$ cat config.mk
export PLATFORM = sky130hd
export DESIGN_NAME = uart_rx_flat
export DESIGN_NICKNAME = d
export VERILOG_FILES = /design/src/rtl/uart_rx_if.sv /design/src/rtl/uart_rx.sv /design/src/flat_wrapper.sv
export SDC_FILE = /design/constraint.sdc
export NUM_CORES = 1
export LEC_CHECK = 0
export ABC_CLOCK_PERIOD_IN_PS = 2400
export CAP_MARGIN = 40
export CELL_PAD_IN_SITES_DETAIL_PLACEMENT = 0
export CELL_PAD_IN_SITES_GLOBAL_PLACEMENT = 2
export CORE_UTILIZATION = 34
export CTS_CLUSTER_SIZE = 10
export DETAILED_ROUTE_END_ITERATION = 16
export PLACE_DENSITY = 0.86
export SYNTH_ARGS = -nofsm -noshare
export SYNTH_HDL_FRONTEND = slang
export SYNTH_SLANG_ARGS = --single-unit
$ cat constraint.sdc
create_clock -name clk -period 2.4 [get_ports clk]
set_input_delay 0.48 -clock clk [delete_from_list [all_inputs] [get_ports clk]]
set_output_delay 0.48 -clock clk [all_outputs]
set_load 0.03 [all_outputs]
$ cat src/rtl/uart_rx_if.sv
// Character-level view of the UART receiver: serial line and read strobe in,
// held character and status flags out.
interface uart_rx_if;
    logic       rxd;
    logic       rd;
    logic [7:0] data_out;
    logic       rx_rdy;
    logic       pe_fg;
    logic       fe_fg;
    logic       oe_fg;
    logic       busy;

    modport master (output rxd, rd, input data_out, rx_rdy, pe_fg, fe_fg, oe_fg, busy);
    modport slave  (input rxd, rd, output data_out, rx_rdy, pe_fg, fe_fg, oe_fg, busy);
endinterface

$ cat src/rtl/uart_rx.sv
// UART receiver: 8 data bits LSB first, optional parity, one stop bit.
// The line is synchronized and sampled mid-bit by a down-counting bit timer.
module uart_rx #(
    parameter int CLKS_PER_BIT = 434,
    parameter bit PARITY_EN    = 1'b1,
    parameter bit PARITY_ODD   = 1'b0
) (
    input logic     clk,
    input logic     rst,
    uart_rx_if.slave bus
);
    localparam int CW = $clog2(CLKS_PER_BIT + 1);
    localparam logic [CW-1:0] HALF   = CW'(CLKS_PER_BIT / 2);
    // The expiry cycle is itself part of the bit period, hence the minus one.
    localparam logic [CW-1:0] RELOAD = CW'(CLKS_PER_BIT - 1);

    typedef enum logic [2:0] {IDLE, START, DATA, PARITY, STOP, BREAK} state_e;

    state_e          state_q, state_d;
    logic            sync_q, rxs_q;
    logic [CW-1:0]   cnt_q, cnt_d;
    logic [2:0]      bit_q, bit_d;
    logic [7:0]      shift_q, shift_d, data_q, data_d;
    logic            perr_q, perr_d;
    logic            rdy_q, rdy_d, pe_q, pe_d, fe_q, fe_d, oe_q, oe_d;
    logic            tick;

    assign tick = (cnt_q == '0);

    always_comb begin
        state_d = state_q;
        cnt_d   = cnt_q;
        bit_d   = bit_q;
        shift_d = shift_q;
        perr_d  = perr_q;
        data_d  = data_q;
        rdy_d   = rdy_q;
        pe_d    = pe_q;
        fe_d    = fe_q;
        oe_d    = oe_q;
        if (rdy_q && bus.rd) begin
            rdy_d = 1'b0;
            oe_d  = 1'b0;
        end
        case (state_q)
            IDLE: if (!rxs_q) begin
                state_d = START;
                cnt_d   = HALF;
            end
            START: if (tick) begin
                if (rxs_q) state_d = IDLE;
                else begin
                    state_d = DATA;
                    cnt_d   = RELOAD;
                    bit_d   = 3'd0;
                end
            end else cnt_d = cnt_q - CW'(1);
            DATA: if (tick) begin
                shift_d = {rxs_q, shift_q[7:1]};
                bit_d   = bit_q + 3'd1;
                cnt_d   = RELOAD;
                if (bit_q == 3'd7) begin
                    perr_d  = 1'b0;
                    state_d = PARITY_EN ? PARITY : STOP;
                end
            end else cnt_d = cnt_q - CW'(1);
            PARITY: if (tick) begin
                perr_d  = ((^shift_q) ^ rxs_q) != PARITY_ODD;
                cnt_d   = RELOAD;
                state_d = STOP;
            end else cnt_d = cnt_q - CW'(1);
            STOP: if (tick) begin
                data_d  = shift_q;
                pe_d    = PARITY_EN ? perr_q : 1'b0;
                fe_d    = ~rxs_q;
                rdy_d   = 1'b1;
                // A same-cycle read consumes the old character, so no overrun.
                oe_d    = bus.rd ? 1'b0 : (rdy_q ? 1'b1 : oe_q);
                state_d = rxs_q ? IDLE : BREAK;
            end else cnt_d = cnt_q - CW'(1);
            BREAK: if (rxs_q) state_d = IDLE;
            default: state_d = IDLE;
        endcase
    end

    always_ff @(posedge clk) begin
        if (rst) begin
            state_q <= IDLE;
            sync_q  <= 1'b1;
            rxs_q   <= 1'b1;
            cnt_q   <= '0;
            bit_q   <= '0;
            shift_q <= '0;
            perr_q  <= 1'b0;
            data_q  <= 8'h00;
            rdy_q   <= 1'b0;
            pe_q    <= 1'b0;
            fe_q    <= 1'b0;
            oe_q    <= 1'b0;
        end else begin
            state_q <= state_d;
            sync_q  <= bus.rxd;
            rxs_q   <= sync_q;
            cnt_q   <= cnt_d;
            bit_q   <= bit_d;
            shift_q <= shift_d;
            perr_q  <= perr_d;
            data_q  <= data_d;
            rdy_q   <= rdy_d;
            pe_q    <= pe_d;
            fe_q    <= fe_d;
            oe_q    <= oe_d;
        end
    end

    assign bus.data_out = data_q;
    assign bus.rx_rdy   = rdy_q;
    assign bus.pe_fg    = pe_q;
    assign bus.fe_fg    = fe_q;
    assign bus.oe_fg    = oe_q;
    assign bus.busy     = (state_q != IDLE);
endmodule

$ cat src/flat_wrapper.sv
// flat-port wrapper written by rule: the top's interface ports become plain ports
module uart_rx_flat 
#(
    parameter int CLKS_PER_BIT = 434,
    parameter bit PARITY_EN    = 1'b1,
    parameter bit PARITY_ODD   = 1'b0
)
  (clk, rst, bus_rxd, bus_rd, bus_data_out, bus_rx_rdy, bus_pe_fg, bus_fe_fg, bus_oe_fg, bus_busy);
  uart_rx_if bus_i ();
  input logic clk;
  input logic rst;
  input wire logic [$bits(bus_i.rxd)-1:0] bus_rxd;
  input wire logic [$bits(bus_i.rd)-1:0] bus_rd;
  output wire logic [$bits(bus_i.data_out)-1:0] bus_data_out;
  output wire logic [$bits(bus_i.rx_rdy)-1:0] bus_rx_rdy;
  output wire logic [$bits(bus_i.pe_fg)-1:0] bus_pe_fg;
  output wire logic [$bits(bus_i.fe_fg)-1:0] bus_fe_fg;
  output wire logic [$bits(bus_i.oe_fg)-1:0] bus_oe_fg;
  output wire logic [$bits(bus_i.busy)-1:0] bus_busy;
  assign bus_i.rxd = bus_rxd;
  assign bus_i.rd = bus_rd;
  assign bus_data_out = bus_i.data_out;
  assign bus_rx_rdy = bus_i.rx_rdy;
  assign bus_pe_fg = bus_i.pe_fg;
  assign bus_fe_fg = bus_i.fe_fg;
  assign bus_oe_fg = bus_i.oe_fg;
  assign bus_busy = bus_i.busy;
  uart_rx #(.CLKS_PER_BIT(CLKS_PER_BIT), .PARITY_EN(PARITY_EN), .PARITY_ODD(PARITY_ODD)) u_core (.clk(clk), .rst(rst), .bus(bus_i));
endmodule
# Yosys cells after proc, flatten, opt, wreduce, memory -nomap -nowiden
# Cells that the tools add are included.
# classes
addsub,2
n_eq_ne,17
muxes,32
bitwise_logic,2
reduce_logical,15
# ops
cell,n
9-bit two-way mux,5
9-bit one-hot mux with 4 select lines,1
3-bit two-way mux,11
3-bit one-hot mux with 6 select lines,1
2-bit by 1-bit inequality test with 1-bit output (second input constant),6
4-bit AND reduction,3
1-bit two-way mux,11
3-bit == test (second input constant),3
9-bit logical NOT,1
9-bit by 1-bit subtractor with 9-bit output (second input constant),1
8-bit XOR reduction,1
7-bit AND reduction,1
3-bit by 2-bit == test with 1-bit output (second input constant),2
2-bit inequality test (second input constant),3
3-bit one-hot mux with 2 select lines,1
4-bit by 3-bit inequality test with 1-bit output (second input constant),1
2-bit AND reduction,2
2-bit nonzero test,2
4-bit nonzero test,1
3-bit by 1-bit adder with 3-bit output (second input constant),1
3-bit by 1-bit == test with 1-bit output (second input constant),1
3-bit logical NOT,1
3-bit inequality test (second input constant),1
3-bit nonzero test,1
6 further kinds,6
# word_totals
register_bits,38
inputBits,4
out_inout_bits,13
wordCells,80

# Logic depth before layout (Yosys ltp)
# Gate-level depths: netlist (run 1).
# logic_depth
depth_word,4
depth_mapped,9
depth_no_buf,7

# Worst setup path after synthesis (run 1)
# No wires, ideal clock.
# synth_timing
kind,reg-to-reg
from,register u_core.cnt_q[0]
to,register u_core.cnt_q[6]
setup_time_ps,132
arrival_ps,1639
required_time_ps,2268
setup_slack_ps,629
path_stages_with_launch,9
n_path_buf,1
period_less_slack_ps,1771
path_cell_list,dfxtp_1 inv_1 ha_1 or4b_4 buf_6 o311ai_0 o21ai_0 nand2_1 a21oi_1
# synth_via
elab_chain_cells,3
word_cells_on_any_way,9
classes_between,1 x add/sub; 2 x eq/ne; 4 x mux; 2 x reduce/logical
# synth_rtl
item,line_no,source
start: declaration,uart_rx.sv:21,"logic [CW-1:0] cnt_q, cnt_d;"
start signal: assignment,uart_rx.sv:104,cnt_q <= cnt_d;
9-bit by 1-bit subtractor with 9-bit output or 9-bit logical NOT (tied branches),n/a,
9-bit two-way mux (tied with other cells),uart_rx.sv:72,STOP: if (tick) begin
9-bit one-hot mux with 4 select lines or 4-bit AND reduction (tied branches),n/a,
# Several ways; a longest one is shown, not always the timed one. The select of a mux whose other input is x is not followed.
# A chain may end at the register's enable or synchronous reset.

# Final worst setup path (run 1)
# layout_timing
from,register u_core.state_q[0]
to,output bus_busy
# layout_via
elab_chain_cells,1
# layout_rtl
item,line_no,source
start: declaration,uart_rx.sv:19,"state_e state_q, state_d;"
start signal: assignment,uart_rx.sv:101,state_q <= state_d;
3-bit nonzero test,uart_rx.sv:121,assign bus.busy = (state_q != IDLE);
end: declaration,flat_wrapper.sv:19,output wire logic [$bits(bus_i.busy)-1:0] bus_busy;
# No other way between the ends.

==> summary.md, run 1 <==
| Metric | Value |
|---|---|
| Status | `finished clean` |
| Setup Skew | `0.00407 ns` |
| Seq/Total Area, Yosys | `40.5%` |
| Number of synthesized flops with an enable pin | `0` |
| Worst setup EP type | `output port` |
| Syn Area/Cell | `8.24 um^2` |
| Hold Vio Cnt, Final | `0` |
| Rows | `26` |
| CP Launch Type | `flip-flop` |
| RSZ-0062 raised after global routing | `false` |
| Max-slew violations | `0` |
| Routability cong. | `0.787` |
| Detailed Routing Iterations Pass 1 | `4` |
| Slowest stage cell, crit path | `clkdlybuf4s50_1` |
| Peak per-stage delay on the critical path | `0.61 ns` |
| HPWL after DPL | `2.77 mm` |
| Initial antenna violation count | `0` |
| Via count | `1576` |
| Dpl cells | `303` |
| Final instance area | `0.00216 mm^2` |
| Crit Path Max Fanout | `14` |
| Clock-pin slew on the worst setup and hold paths | `0.07 ns` |
| Flop and latch count out of synthesis | `38` |
| Worst setup path class | `reg2out` |
| Worst Hold Path Cells | `1` |
| Iter 0 DRT Violations | `90` |
| Critical path buffers and inverters | `1` |
| Post-route minimum period | `2.24 ns` |
| Routed Antenna Nets | `0` |
| Core ar. | `0.00520 mm^2` |
| Final setup fails | `0` |
| VDD IR max | `0.247 mV` |
| Slew headroom | `57.9%` |
| Largest net degree at the start of global routing | `22` |
| Placed cell areas | `0.00207 mm^2` |
| CTS hold repair buffers | `0` |
| Vias per std cell | `5.07` |
| Final net count | `248` |
| Arrival @ worst endpoint | `1.76 ns` |
| Yosys warns | `0` |
| Io pins | `17` |
| Main flop type after synthesis | `dfxtp_1` |
| Hold Crit Start | `u_core.sync_q$_SDFF_PP1_` |
| GRT Total Usage | `15.1%` |
| Crit path required time | `1.92 ns` |
| CTS resizes | `0` |
| Synth Cell Area | `0.00188 mm^2` |
| Worst-Skew Late Latency | `0.29 ns` |
| Most common cell after layout, fill and taps aside | `dfxtp_1` |
| Htree depth | `2` |
| R2R Path Start | `u_core.cnt_q[0]$_SDFFE_PP0P_` |
| Vias in the first global route | `1488` |
| Most frequent cells in the layout | `dfxtp_1, nand2_1, a21oi_1` |
| I/O Buffers | `16` |
| Setup slack, reg-to-reg | `0.32 ns` |
| Diodes inserted | `0` |
| Syn Inst Count | `228` |
| Root Buffer | `clkbuf_8` |
| Leakage power | `0.730 nW` |
| CTS max path bufs | `2` |
| Fill count | `544` |
| Die width | `76.3 um` |
| Post-CTS setup buffer count | `0` |
| Routed WL | `3.97 mm` |
| Library cells used by synthesis | `53` |
| Num CTS Buffers | `5` |
| Cells along the critical path | `or3_1 -> clkdlybuf4s50_1` |
| Async set-reset flop share out of synthesis | `0%` |
| Syn-to-layout area delta | `15.2%` |
| Pwr Density | `628 mW/mm^2` |
| Die height | `76.3 um` |
| Fin crit share | `93.1%` |
| First-pass GRT wire length | `7.07 mm` |
| Hold EP | `u_core.rxs_q$_SDFF_PP1_` |
| Total Power | `1.36 mW` |
| MaxCap Viol Count | `0` |
| Mapped Nets | `236` |
| Worst-case reg-to-reg path depth | `7` |
| Global route overflow | `0` |
| Final core occ | `41.6%` |
| # clock sinks | `38` |
| Initial core utilization | `36.1%` |
| Drc violations | `0` |
| Fin Setup TNS | `0 ns` |
| CP top delay family | `buffers and inverters` |
| WL/cell | `12.8 um` |
| Worst min path class | `reg2reg` |
| CTS tree | `built` |
| Worst-Margin Slew | `0.630 ns` |
| RR Endpoint | `u_core.cnt_q[4]$_SDFFE_PP0P_` |
| Final Non-Filler Cells | `311` |
| Layout cells sized above 1 | `9.13%` |
| Achievable Freq | `447 MHz` |
| Die ar. | `0.00582 mm^2` |
registers in the layout, indices dropped and copies added, names as in the netlist:
name,count
u_core.bus.data_out,8
u_core.rxs_q,1
u_core.perr_q,1
u_core.bus.fe_fg,1
u_core.bus.oe_fg,1
u_core.sync_q,1
u_core.bus.rx_rdy,1
u_core.bus.pe_fg,1
u_core.bit_q,3
u_core.cnt_q,9
u_core.shift_q,8
u_core.state_q,3
through the flow:
| step | hold WS, ns | setup WS (ns) |
|---|---|---|
| 2_1_floorplan | 0.389 | 0.629 |
| 3_3_place_gp | 0.391 | 0.401 |
| 3_5_place_dp | 0.398 | 0.366 |
| 4_1_cts | 0.424 | 0.156 |
| 5_1_grt | 0.434 | 0.110 |
| 6_report | 0.414 | 0.165 |
layer usage:
layer / wire, um / up-vias / track usage (%)
met5: 0 / - / 0
met4: 65 / 0 / 6.35
met3: 170 / 7 / 3.71
met2: 1640 / 34 / 21.3
met1: 2090 / 707 / 21.7
li1: - / 828 / -
how the worst max path moves through the flow:
stage	from	endpoint	slack, ns	depth (start not counted)
5_1_grt	u_core.state_q[0]$_SDFFE_PP0P_	bus_busy	0.11	2
4_1_cts	u_core.state_q[0]$_SDFFE_PP0P_	bus_busy	0.16	2
2_1_floorplan	u_core.cnt_q[0]$_SDFFE_PP0P_	u_core.cnt_q[6]$_SDFFE_PP0P_	0.63	8
3_3_place_gp	u_core.cnt_q[0]$_SDFFE_PP0P_	u_core.bus.oe_fg$_SDFFE_PP0P_	0.40	7
3_5_place_dp	u_core.cnt_q[0]$_SDFFE_PP0P_	u_core.bus.oe_fg$_SDFFE_PP0P_	0.37	7
6_report	u_core.state_q[0]$_SDFFE_PP0P_	bus_busy	0.16	2
report_power, final:
group	switching, mW	leakage (nW)	internal [mW]
clock	0.227	0.0472	0.231
combinational	0.146	0.375	0.0842
sequential	0.0255	0.308	0.646
logic make-up (layout without fill, tap and decap cells):
family | after synthesis | in the layout | share of synthesized area (%)
and+or+nand+nor | 96 | 96 | 26.6
AOI/OAI and AO/OA | 62 | 62 | 20.8
DFF | 38 | 38 | 40.5
buffers and inverters | 19 | 32 | 5.26
xor gates and xnor gates | 9 | 9 | 4.20
adders and majority gates | 4 | 4 | 2.66
worst reg2reg max path, stage by stage (launching register included):
cell	delay [ns]
dfxtp_1	0.35
inv_1	0.09
ha_1	0.15
nor4b_1	0.38
nand2_1	0.27
a21oi_2	0.31
nor2_1	0.16
a311oi_1	0.28
cell type report:
cell class,count,area [um^2],area share [%]
clock buffer,6,82.6,3.82
clock inverter,2,12.5,0.578
inverter,5,18.8,0.868
timing repair buffer,19,183,8.44
multi-input combinational,171,1020,47.1
sequential,38,761,35.2
tap,70,87.6,4.05
synthesized netlist by cell type, types with 2 or more instances:
cell / count / share of area (%)
nor2_1: 15 / 3.0
or3_1: 3 / 1.0
nor3b_1: 2 / 0.80
o21ai_1: 2 / 0.53
or2_2: 2 / 0.67
buf_6: 2 / 1.2
ha_1: 4 / 2.7
inv_1: 5 / 1.0
nand2_1: 37 / 7.4
dfxtp_1: 38 / 41
xor2_1: 2 / 0.93
a211oi_1: 4 / 1.6
nand2b_1: 3 / 1.0
a21o_1: 2 / 0.80
nand3_1: 14 / 3.7
clkbuf_1: 6 / 1.2
xnor2_1: 7 / 3.3
buf_4: 2 / 0.80
a311oi_1: 2 / 0.93
nor2b_1: 2 / 0.67
buf_2: 4 / 1.1
nor3_1: 3 / 0.80
nor4_1: 2 / 0.67
a21oi_1: 31 / 8.3
o21ai_0: 6 / 1.6
(Power assumes the default switching activity.)
==> inputs of run 2 (changes only) <==
Settings changed: PLACE_DENSITY 0.86 to 0.85.
==> summary.md, run 2 (synthesized netlist as in run 1, its figures left out) <==
| Metric | Value |
|---|---|
| Vias per std cell | `4.99 (-1.5%)` |
| Top Layer Used | `met4` |
| Met3 routed WL | `127 um (-25%)` |
| Met2 wire len | `1.60 mm (-2.5%)` |
| Largest net degree at the start of global routing | `16 (-27%)` |
| GRT Total Usage | `14.7% (-0.40 points)` |
| Slew headroom | `54.2% (-3.6 points)` |
| Syn-to-layout area delta | `16.0%` |
| Routed Antenna Nets | `0 (unchanged)` |
| Arrival @ worst endpoint | `1.74 ns (-0.02 ns)` |
| Crit path launch | `u_core.state_q[0]$_SDFFE_PP0P_` |
| Die ar. | `0.00582 mm^2 (unchanged)` |
| Die height | `76.3 um (unchanged)` |
| Most frequent cells in the layout | `dfxtp_1, nand2_1, a21oi_1` |
| Pwr Density | `627 mW/mm^2 (-0.29%)` |
| Worst-Skew Late Latency | `0.29 ns (about the same)` |
| Worst setup path class | `reg2out` |
| Most common cell after layout, fill and taps aside | `dfxtp_1` |
| Met1 WL | `2.02 mm (-3.5%)` |
| Worst setup EP type | `output port` |
| WL/cell | `12.1 um (-5.2%)` |
| Peak per-stage delay on the critical path | `0.61 ns (about the same)` |
| Global route overflow | `0 (unchanged)` |
| Detailed Routing Iterations Pass 1 | `4 (unchanged)` |
| Iter 0 DRT Violations | `89 (-1.1%)` |
| Clock-pin slew on the worst setup and hold paths | `0.07 ns (about the same)` |
| Die width | `76.3 um (unchanged)` |
| Layout cells sized above 1 | `9.88% (+0.75 points)` |
| Leakage power | `0.740 nW (+1.3%)` |
| Initial antenna violation count | `0 (unchanged)` |
| Crit path required time | `1.92 ns (about the same)` |
| Final setup fails | `0 (unchanged)` |
| Slowest stage cell, crit path | `clkdlybuf4s50_1` |
| Initial core utilization | `36.1% (unchanged)` |
| CTS resizes | `0 (unchanged)` |
| CTS max path bufs | `2 (unchanged)` |
| Worst min path class | `reg2reg` |
| Max FFs per register | `9 (unchanged)` |
| Hold Crit Start | `u_core.sync_q$_SDFF_PP1_` |
| CP Launch Type | `flip-flop` |
| Crit Path Max Fanout | `14 (unchanged)` |
| # clock sinks | `38 (unchanged)` |
| Fin Setup TNS | `0 ns (unchanged)` |
| Dpl cells | `305 (+0.66%)` |
| Num CTS Buffers | `5 (unchanged)` |
| VDD IR max | `0.255 mV (+3.2%)` |
| First-pass GRT wire length | `6.97 mm (-1.5%)` |
| HPWL after DPL | `2.81 mm (+1.4%)` |
| Post-CTS setup buffer count | `0 (unchanged)` |
| Post-route minimum period | `2.22 ns (-0.0135 ns)` |
| R2R Path Start | `u_core.cnt_q[0]$_SDFFE_PP0P_` |
| Hold Vio Cnt, Final | `0 (unchanged)` |
| Htree depth | `2 (unchanged)` |
| Routability cong. | `0.784 (-0.34%)` |
| Root Buffer | `clkbuf_8` |
| Setup Skew | `0.00719 ns (+0.00312 ns)` |
| MaxCap Viol Count | `0 (unchanged)` |
| CTS hold repair buffers | `0 (unchanged)` |
| Status | `finished clean` |
| Drc violations | `0 (unchanged)` |
| Diodes inserted | `0 (unchanged)` |
| Achievable Freq | `450 MHz (+0.61%)` |
| Reg with most FFs | `u_core.cnt_q` |
| Io pins | `17 (unchanged)` |
| Cells along the critical path | `or3_1 -> clkdlybuf4s50_1` |
| Max-slew violations | `0 (unchanged)` |
| RSZ-0062 raised after global routing | `false` |
| Final hold slack | `0.410 ns (-0.00312 ns)` |
| I/O Buffers | `16 (unchanged)` |
| Rows | `26 (unchanged)` |
| Final Non-Filler Cells | `313 (+0.64%)` |
| Via count | `1562 (-0.89%)` |
| Final net count | `250 (+0.81%)` |
| Routed WL | `3.79 mm (-4.6%)` |
| CTS tree | `built` |
| Vias in the first global route | `1459 (-1.9%)` |
| Worst-Margin Slew | `0.684 ns (+0.0545 ns)` |
| Core ar. | `0.00520 mm^2 (unchanged)` |
| Fin crit share | `92.6% (-0.56 points)` |
| Fill count | `557 (+2.4%)` |
run 2: changes by cell type in the layout (fill, tap and decap cells not counted):
cell and delta:
buf_4 +2
run 2: metrics by stage:
step | power [mW] | area [um^2] | util [%] | worst slack (ns)
2_1_floorplan | 0.879 | 1880 | - | 0.629
3_3_place_gp | 0.924 | 2080 | 40.0 | 0.439
3_5_place_dp | 0.921 | 2080 | 40.0 | 0.426
4_1_cts | 1.38 | 2180 | 41.9 | 0.160
5_1_grt | 1.45 | 2180 | 41.9 | 0.0905
6_report | 1.36 | 2180 | 41.9 | 0.178
run 2: area by class of cell:
class	count	area (um^2)	share of cell area, %
timing repair buffer	21	198	9.08
clock buffer	6	82.6	3.79
multi-input combinational	171	1020	46.8
tap	70	87.6	4.02
inverter	5	18.8	0.862
sequential	38	761	34.9
clock inverter	2	12.5	0.574
run 2: worst max-delay path: cells and delay by family, from the launching register on:
family        cells  cell delay (ns)
flops             1             0.43
buf+inv           1             0.61
simple gates      1             0.42
run 2: power by group:
group          switching, mW  leakage [nW]  internal (mW)  total, mW
sequential            0.0258         0.308          0.646      0.672
clock                  0.226        0.0472          0.231      0.457
combinational          0.144         0.385         0.0914      0.235
run 2: path summary, 6_finish.rpt:
kind | endpoint | slack (ns) | depth (start not counted)
max | bus_busy | 0.18 | 2
min | u_core.rxs_q$_SDFF_PP1_ | 0.41 | 1
max reg2reg | u_core.cnt_q[7]$_SDFFE_PP0P_ | 0.39 | 7
min reg2reg | u_core.rxs_q$_SDFF_PP1_ | 0.41 | 1
run 2: routing by layer:
layer | vias up | track usage [%]
met3 | 5 | 2.87
met2 | 28 | 21.2
li1 | 833 | -
met1 | 696 | 21.3
met5 | - | 0
met4 | 0 | 5.96
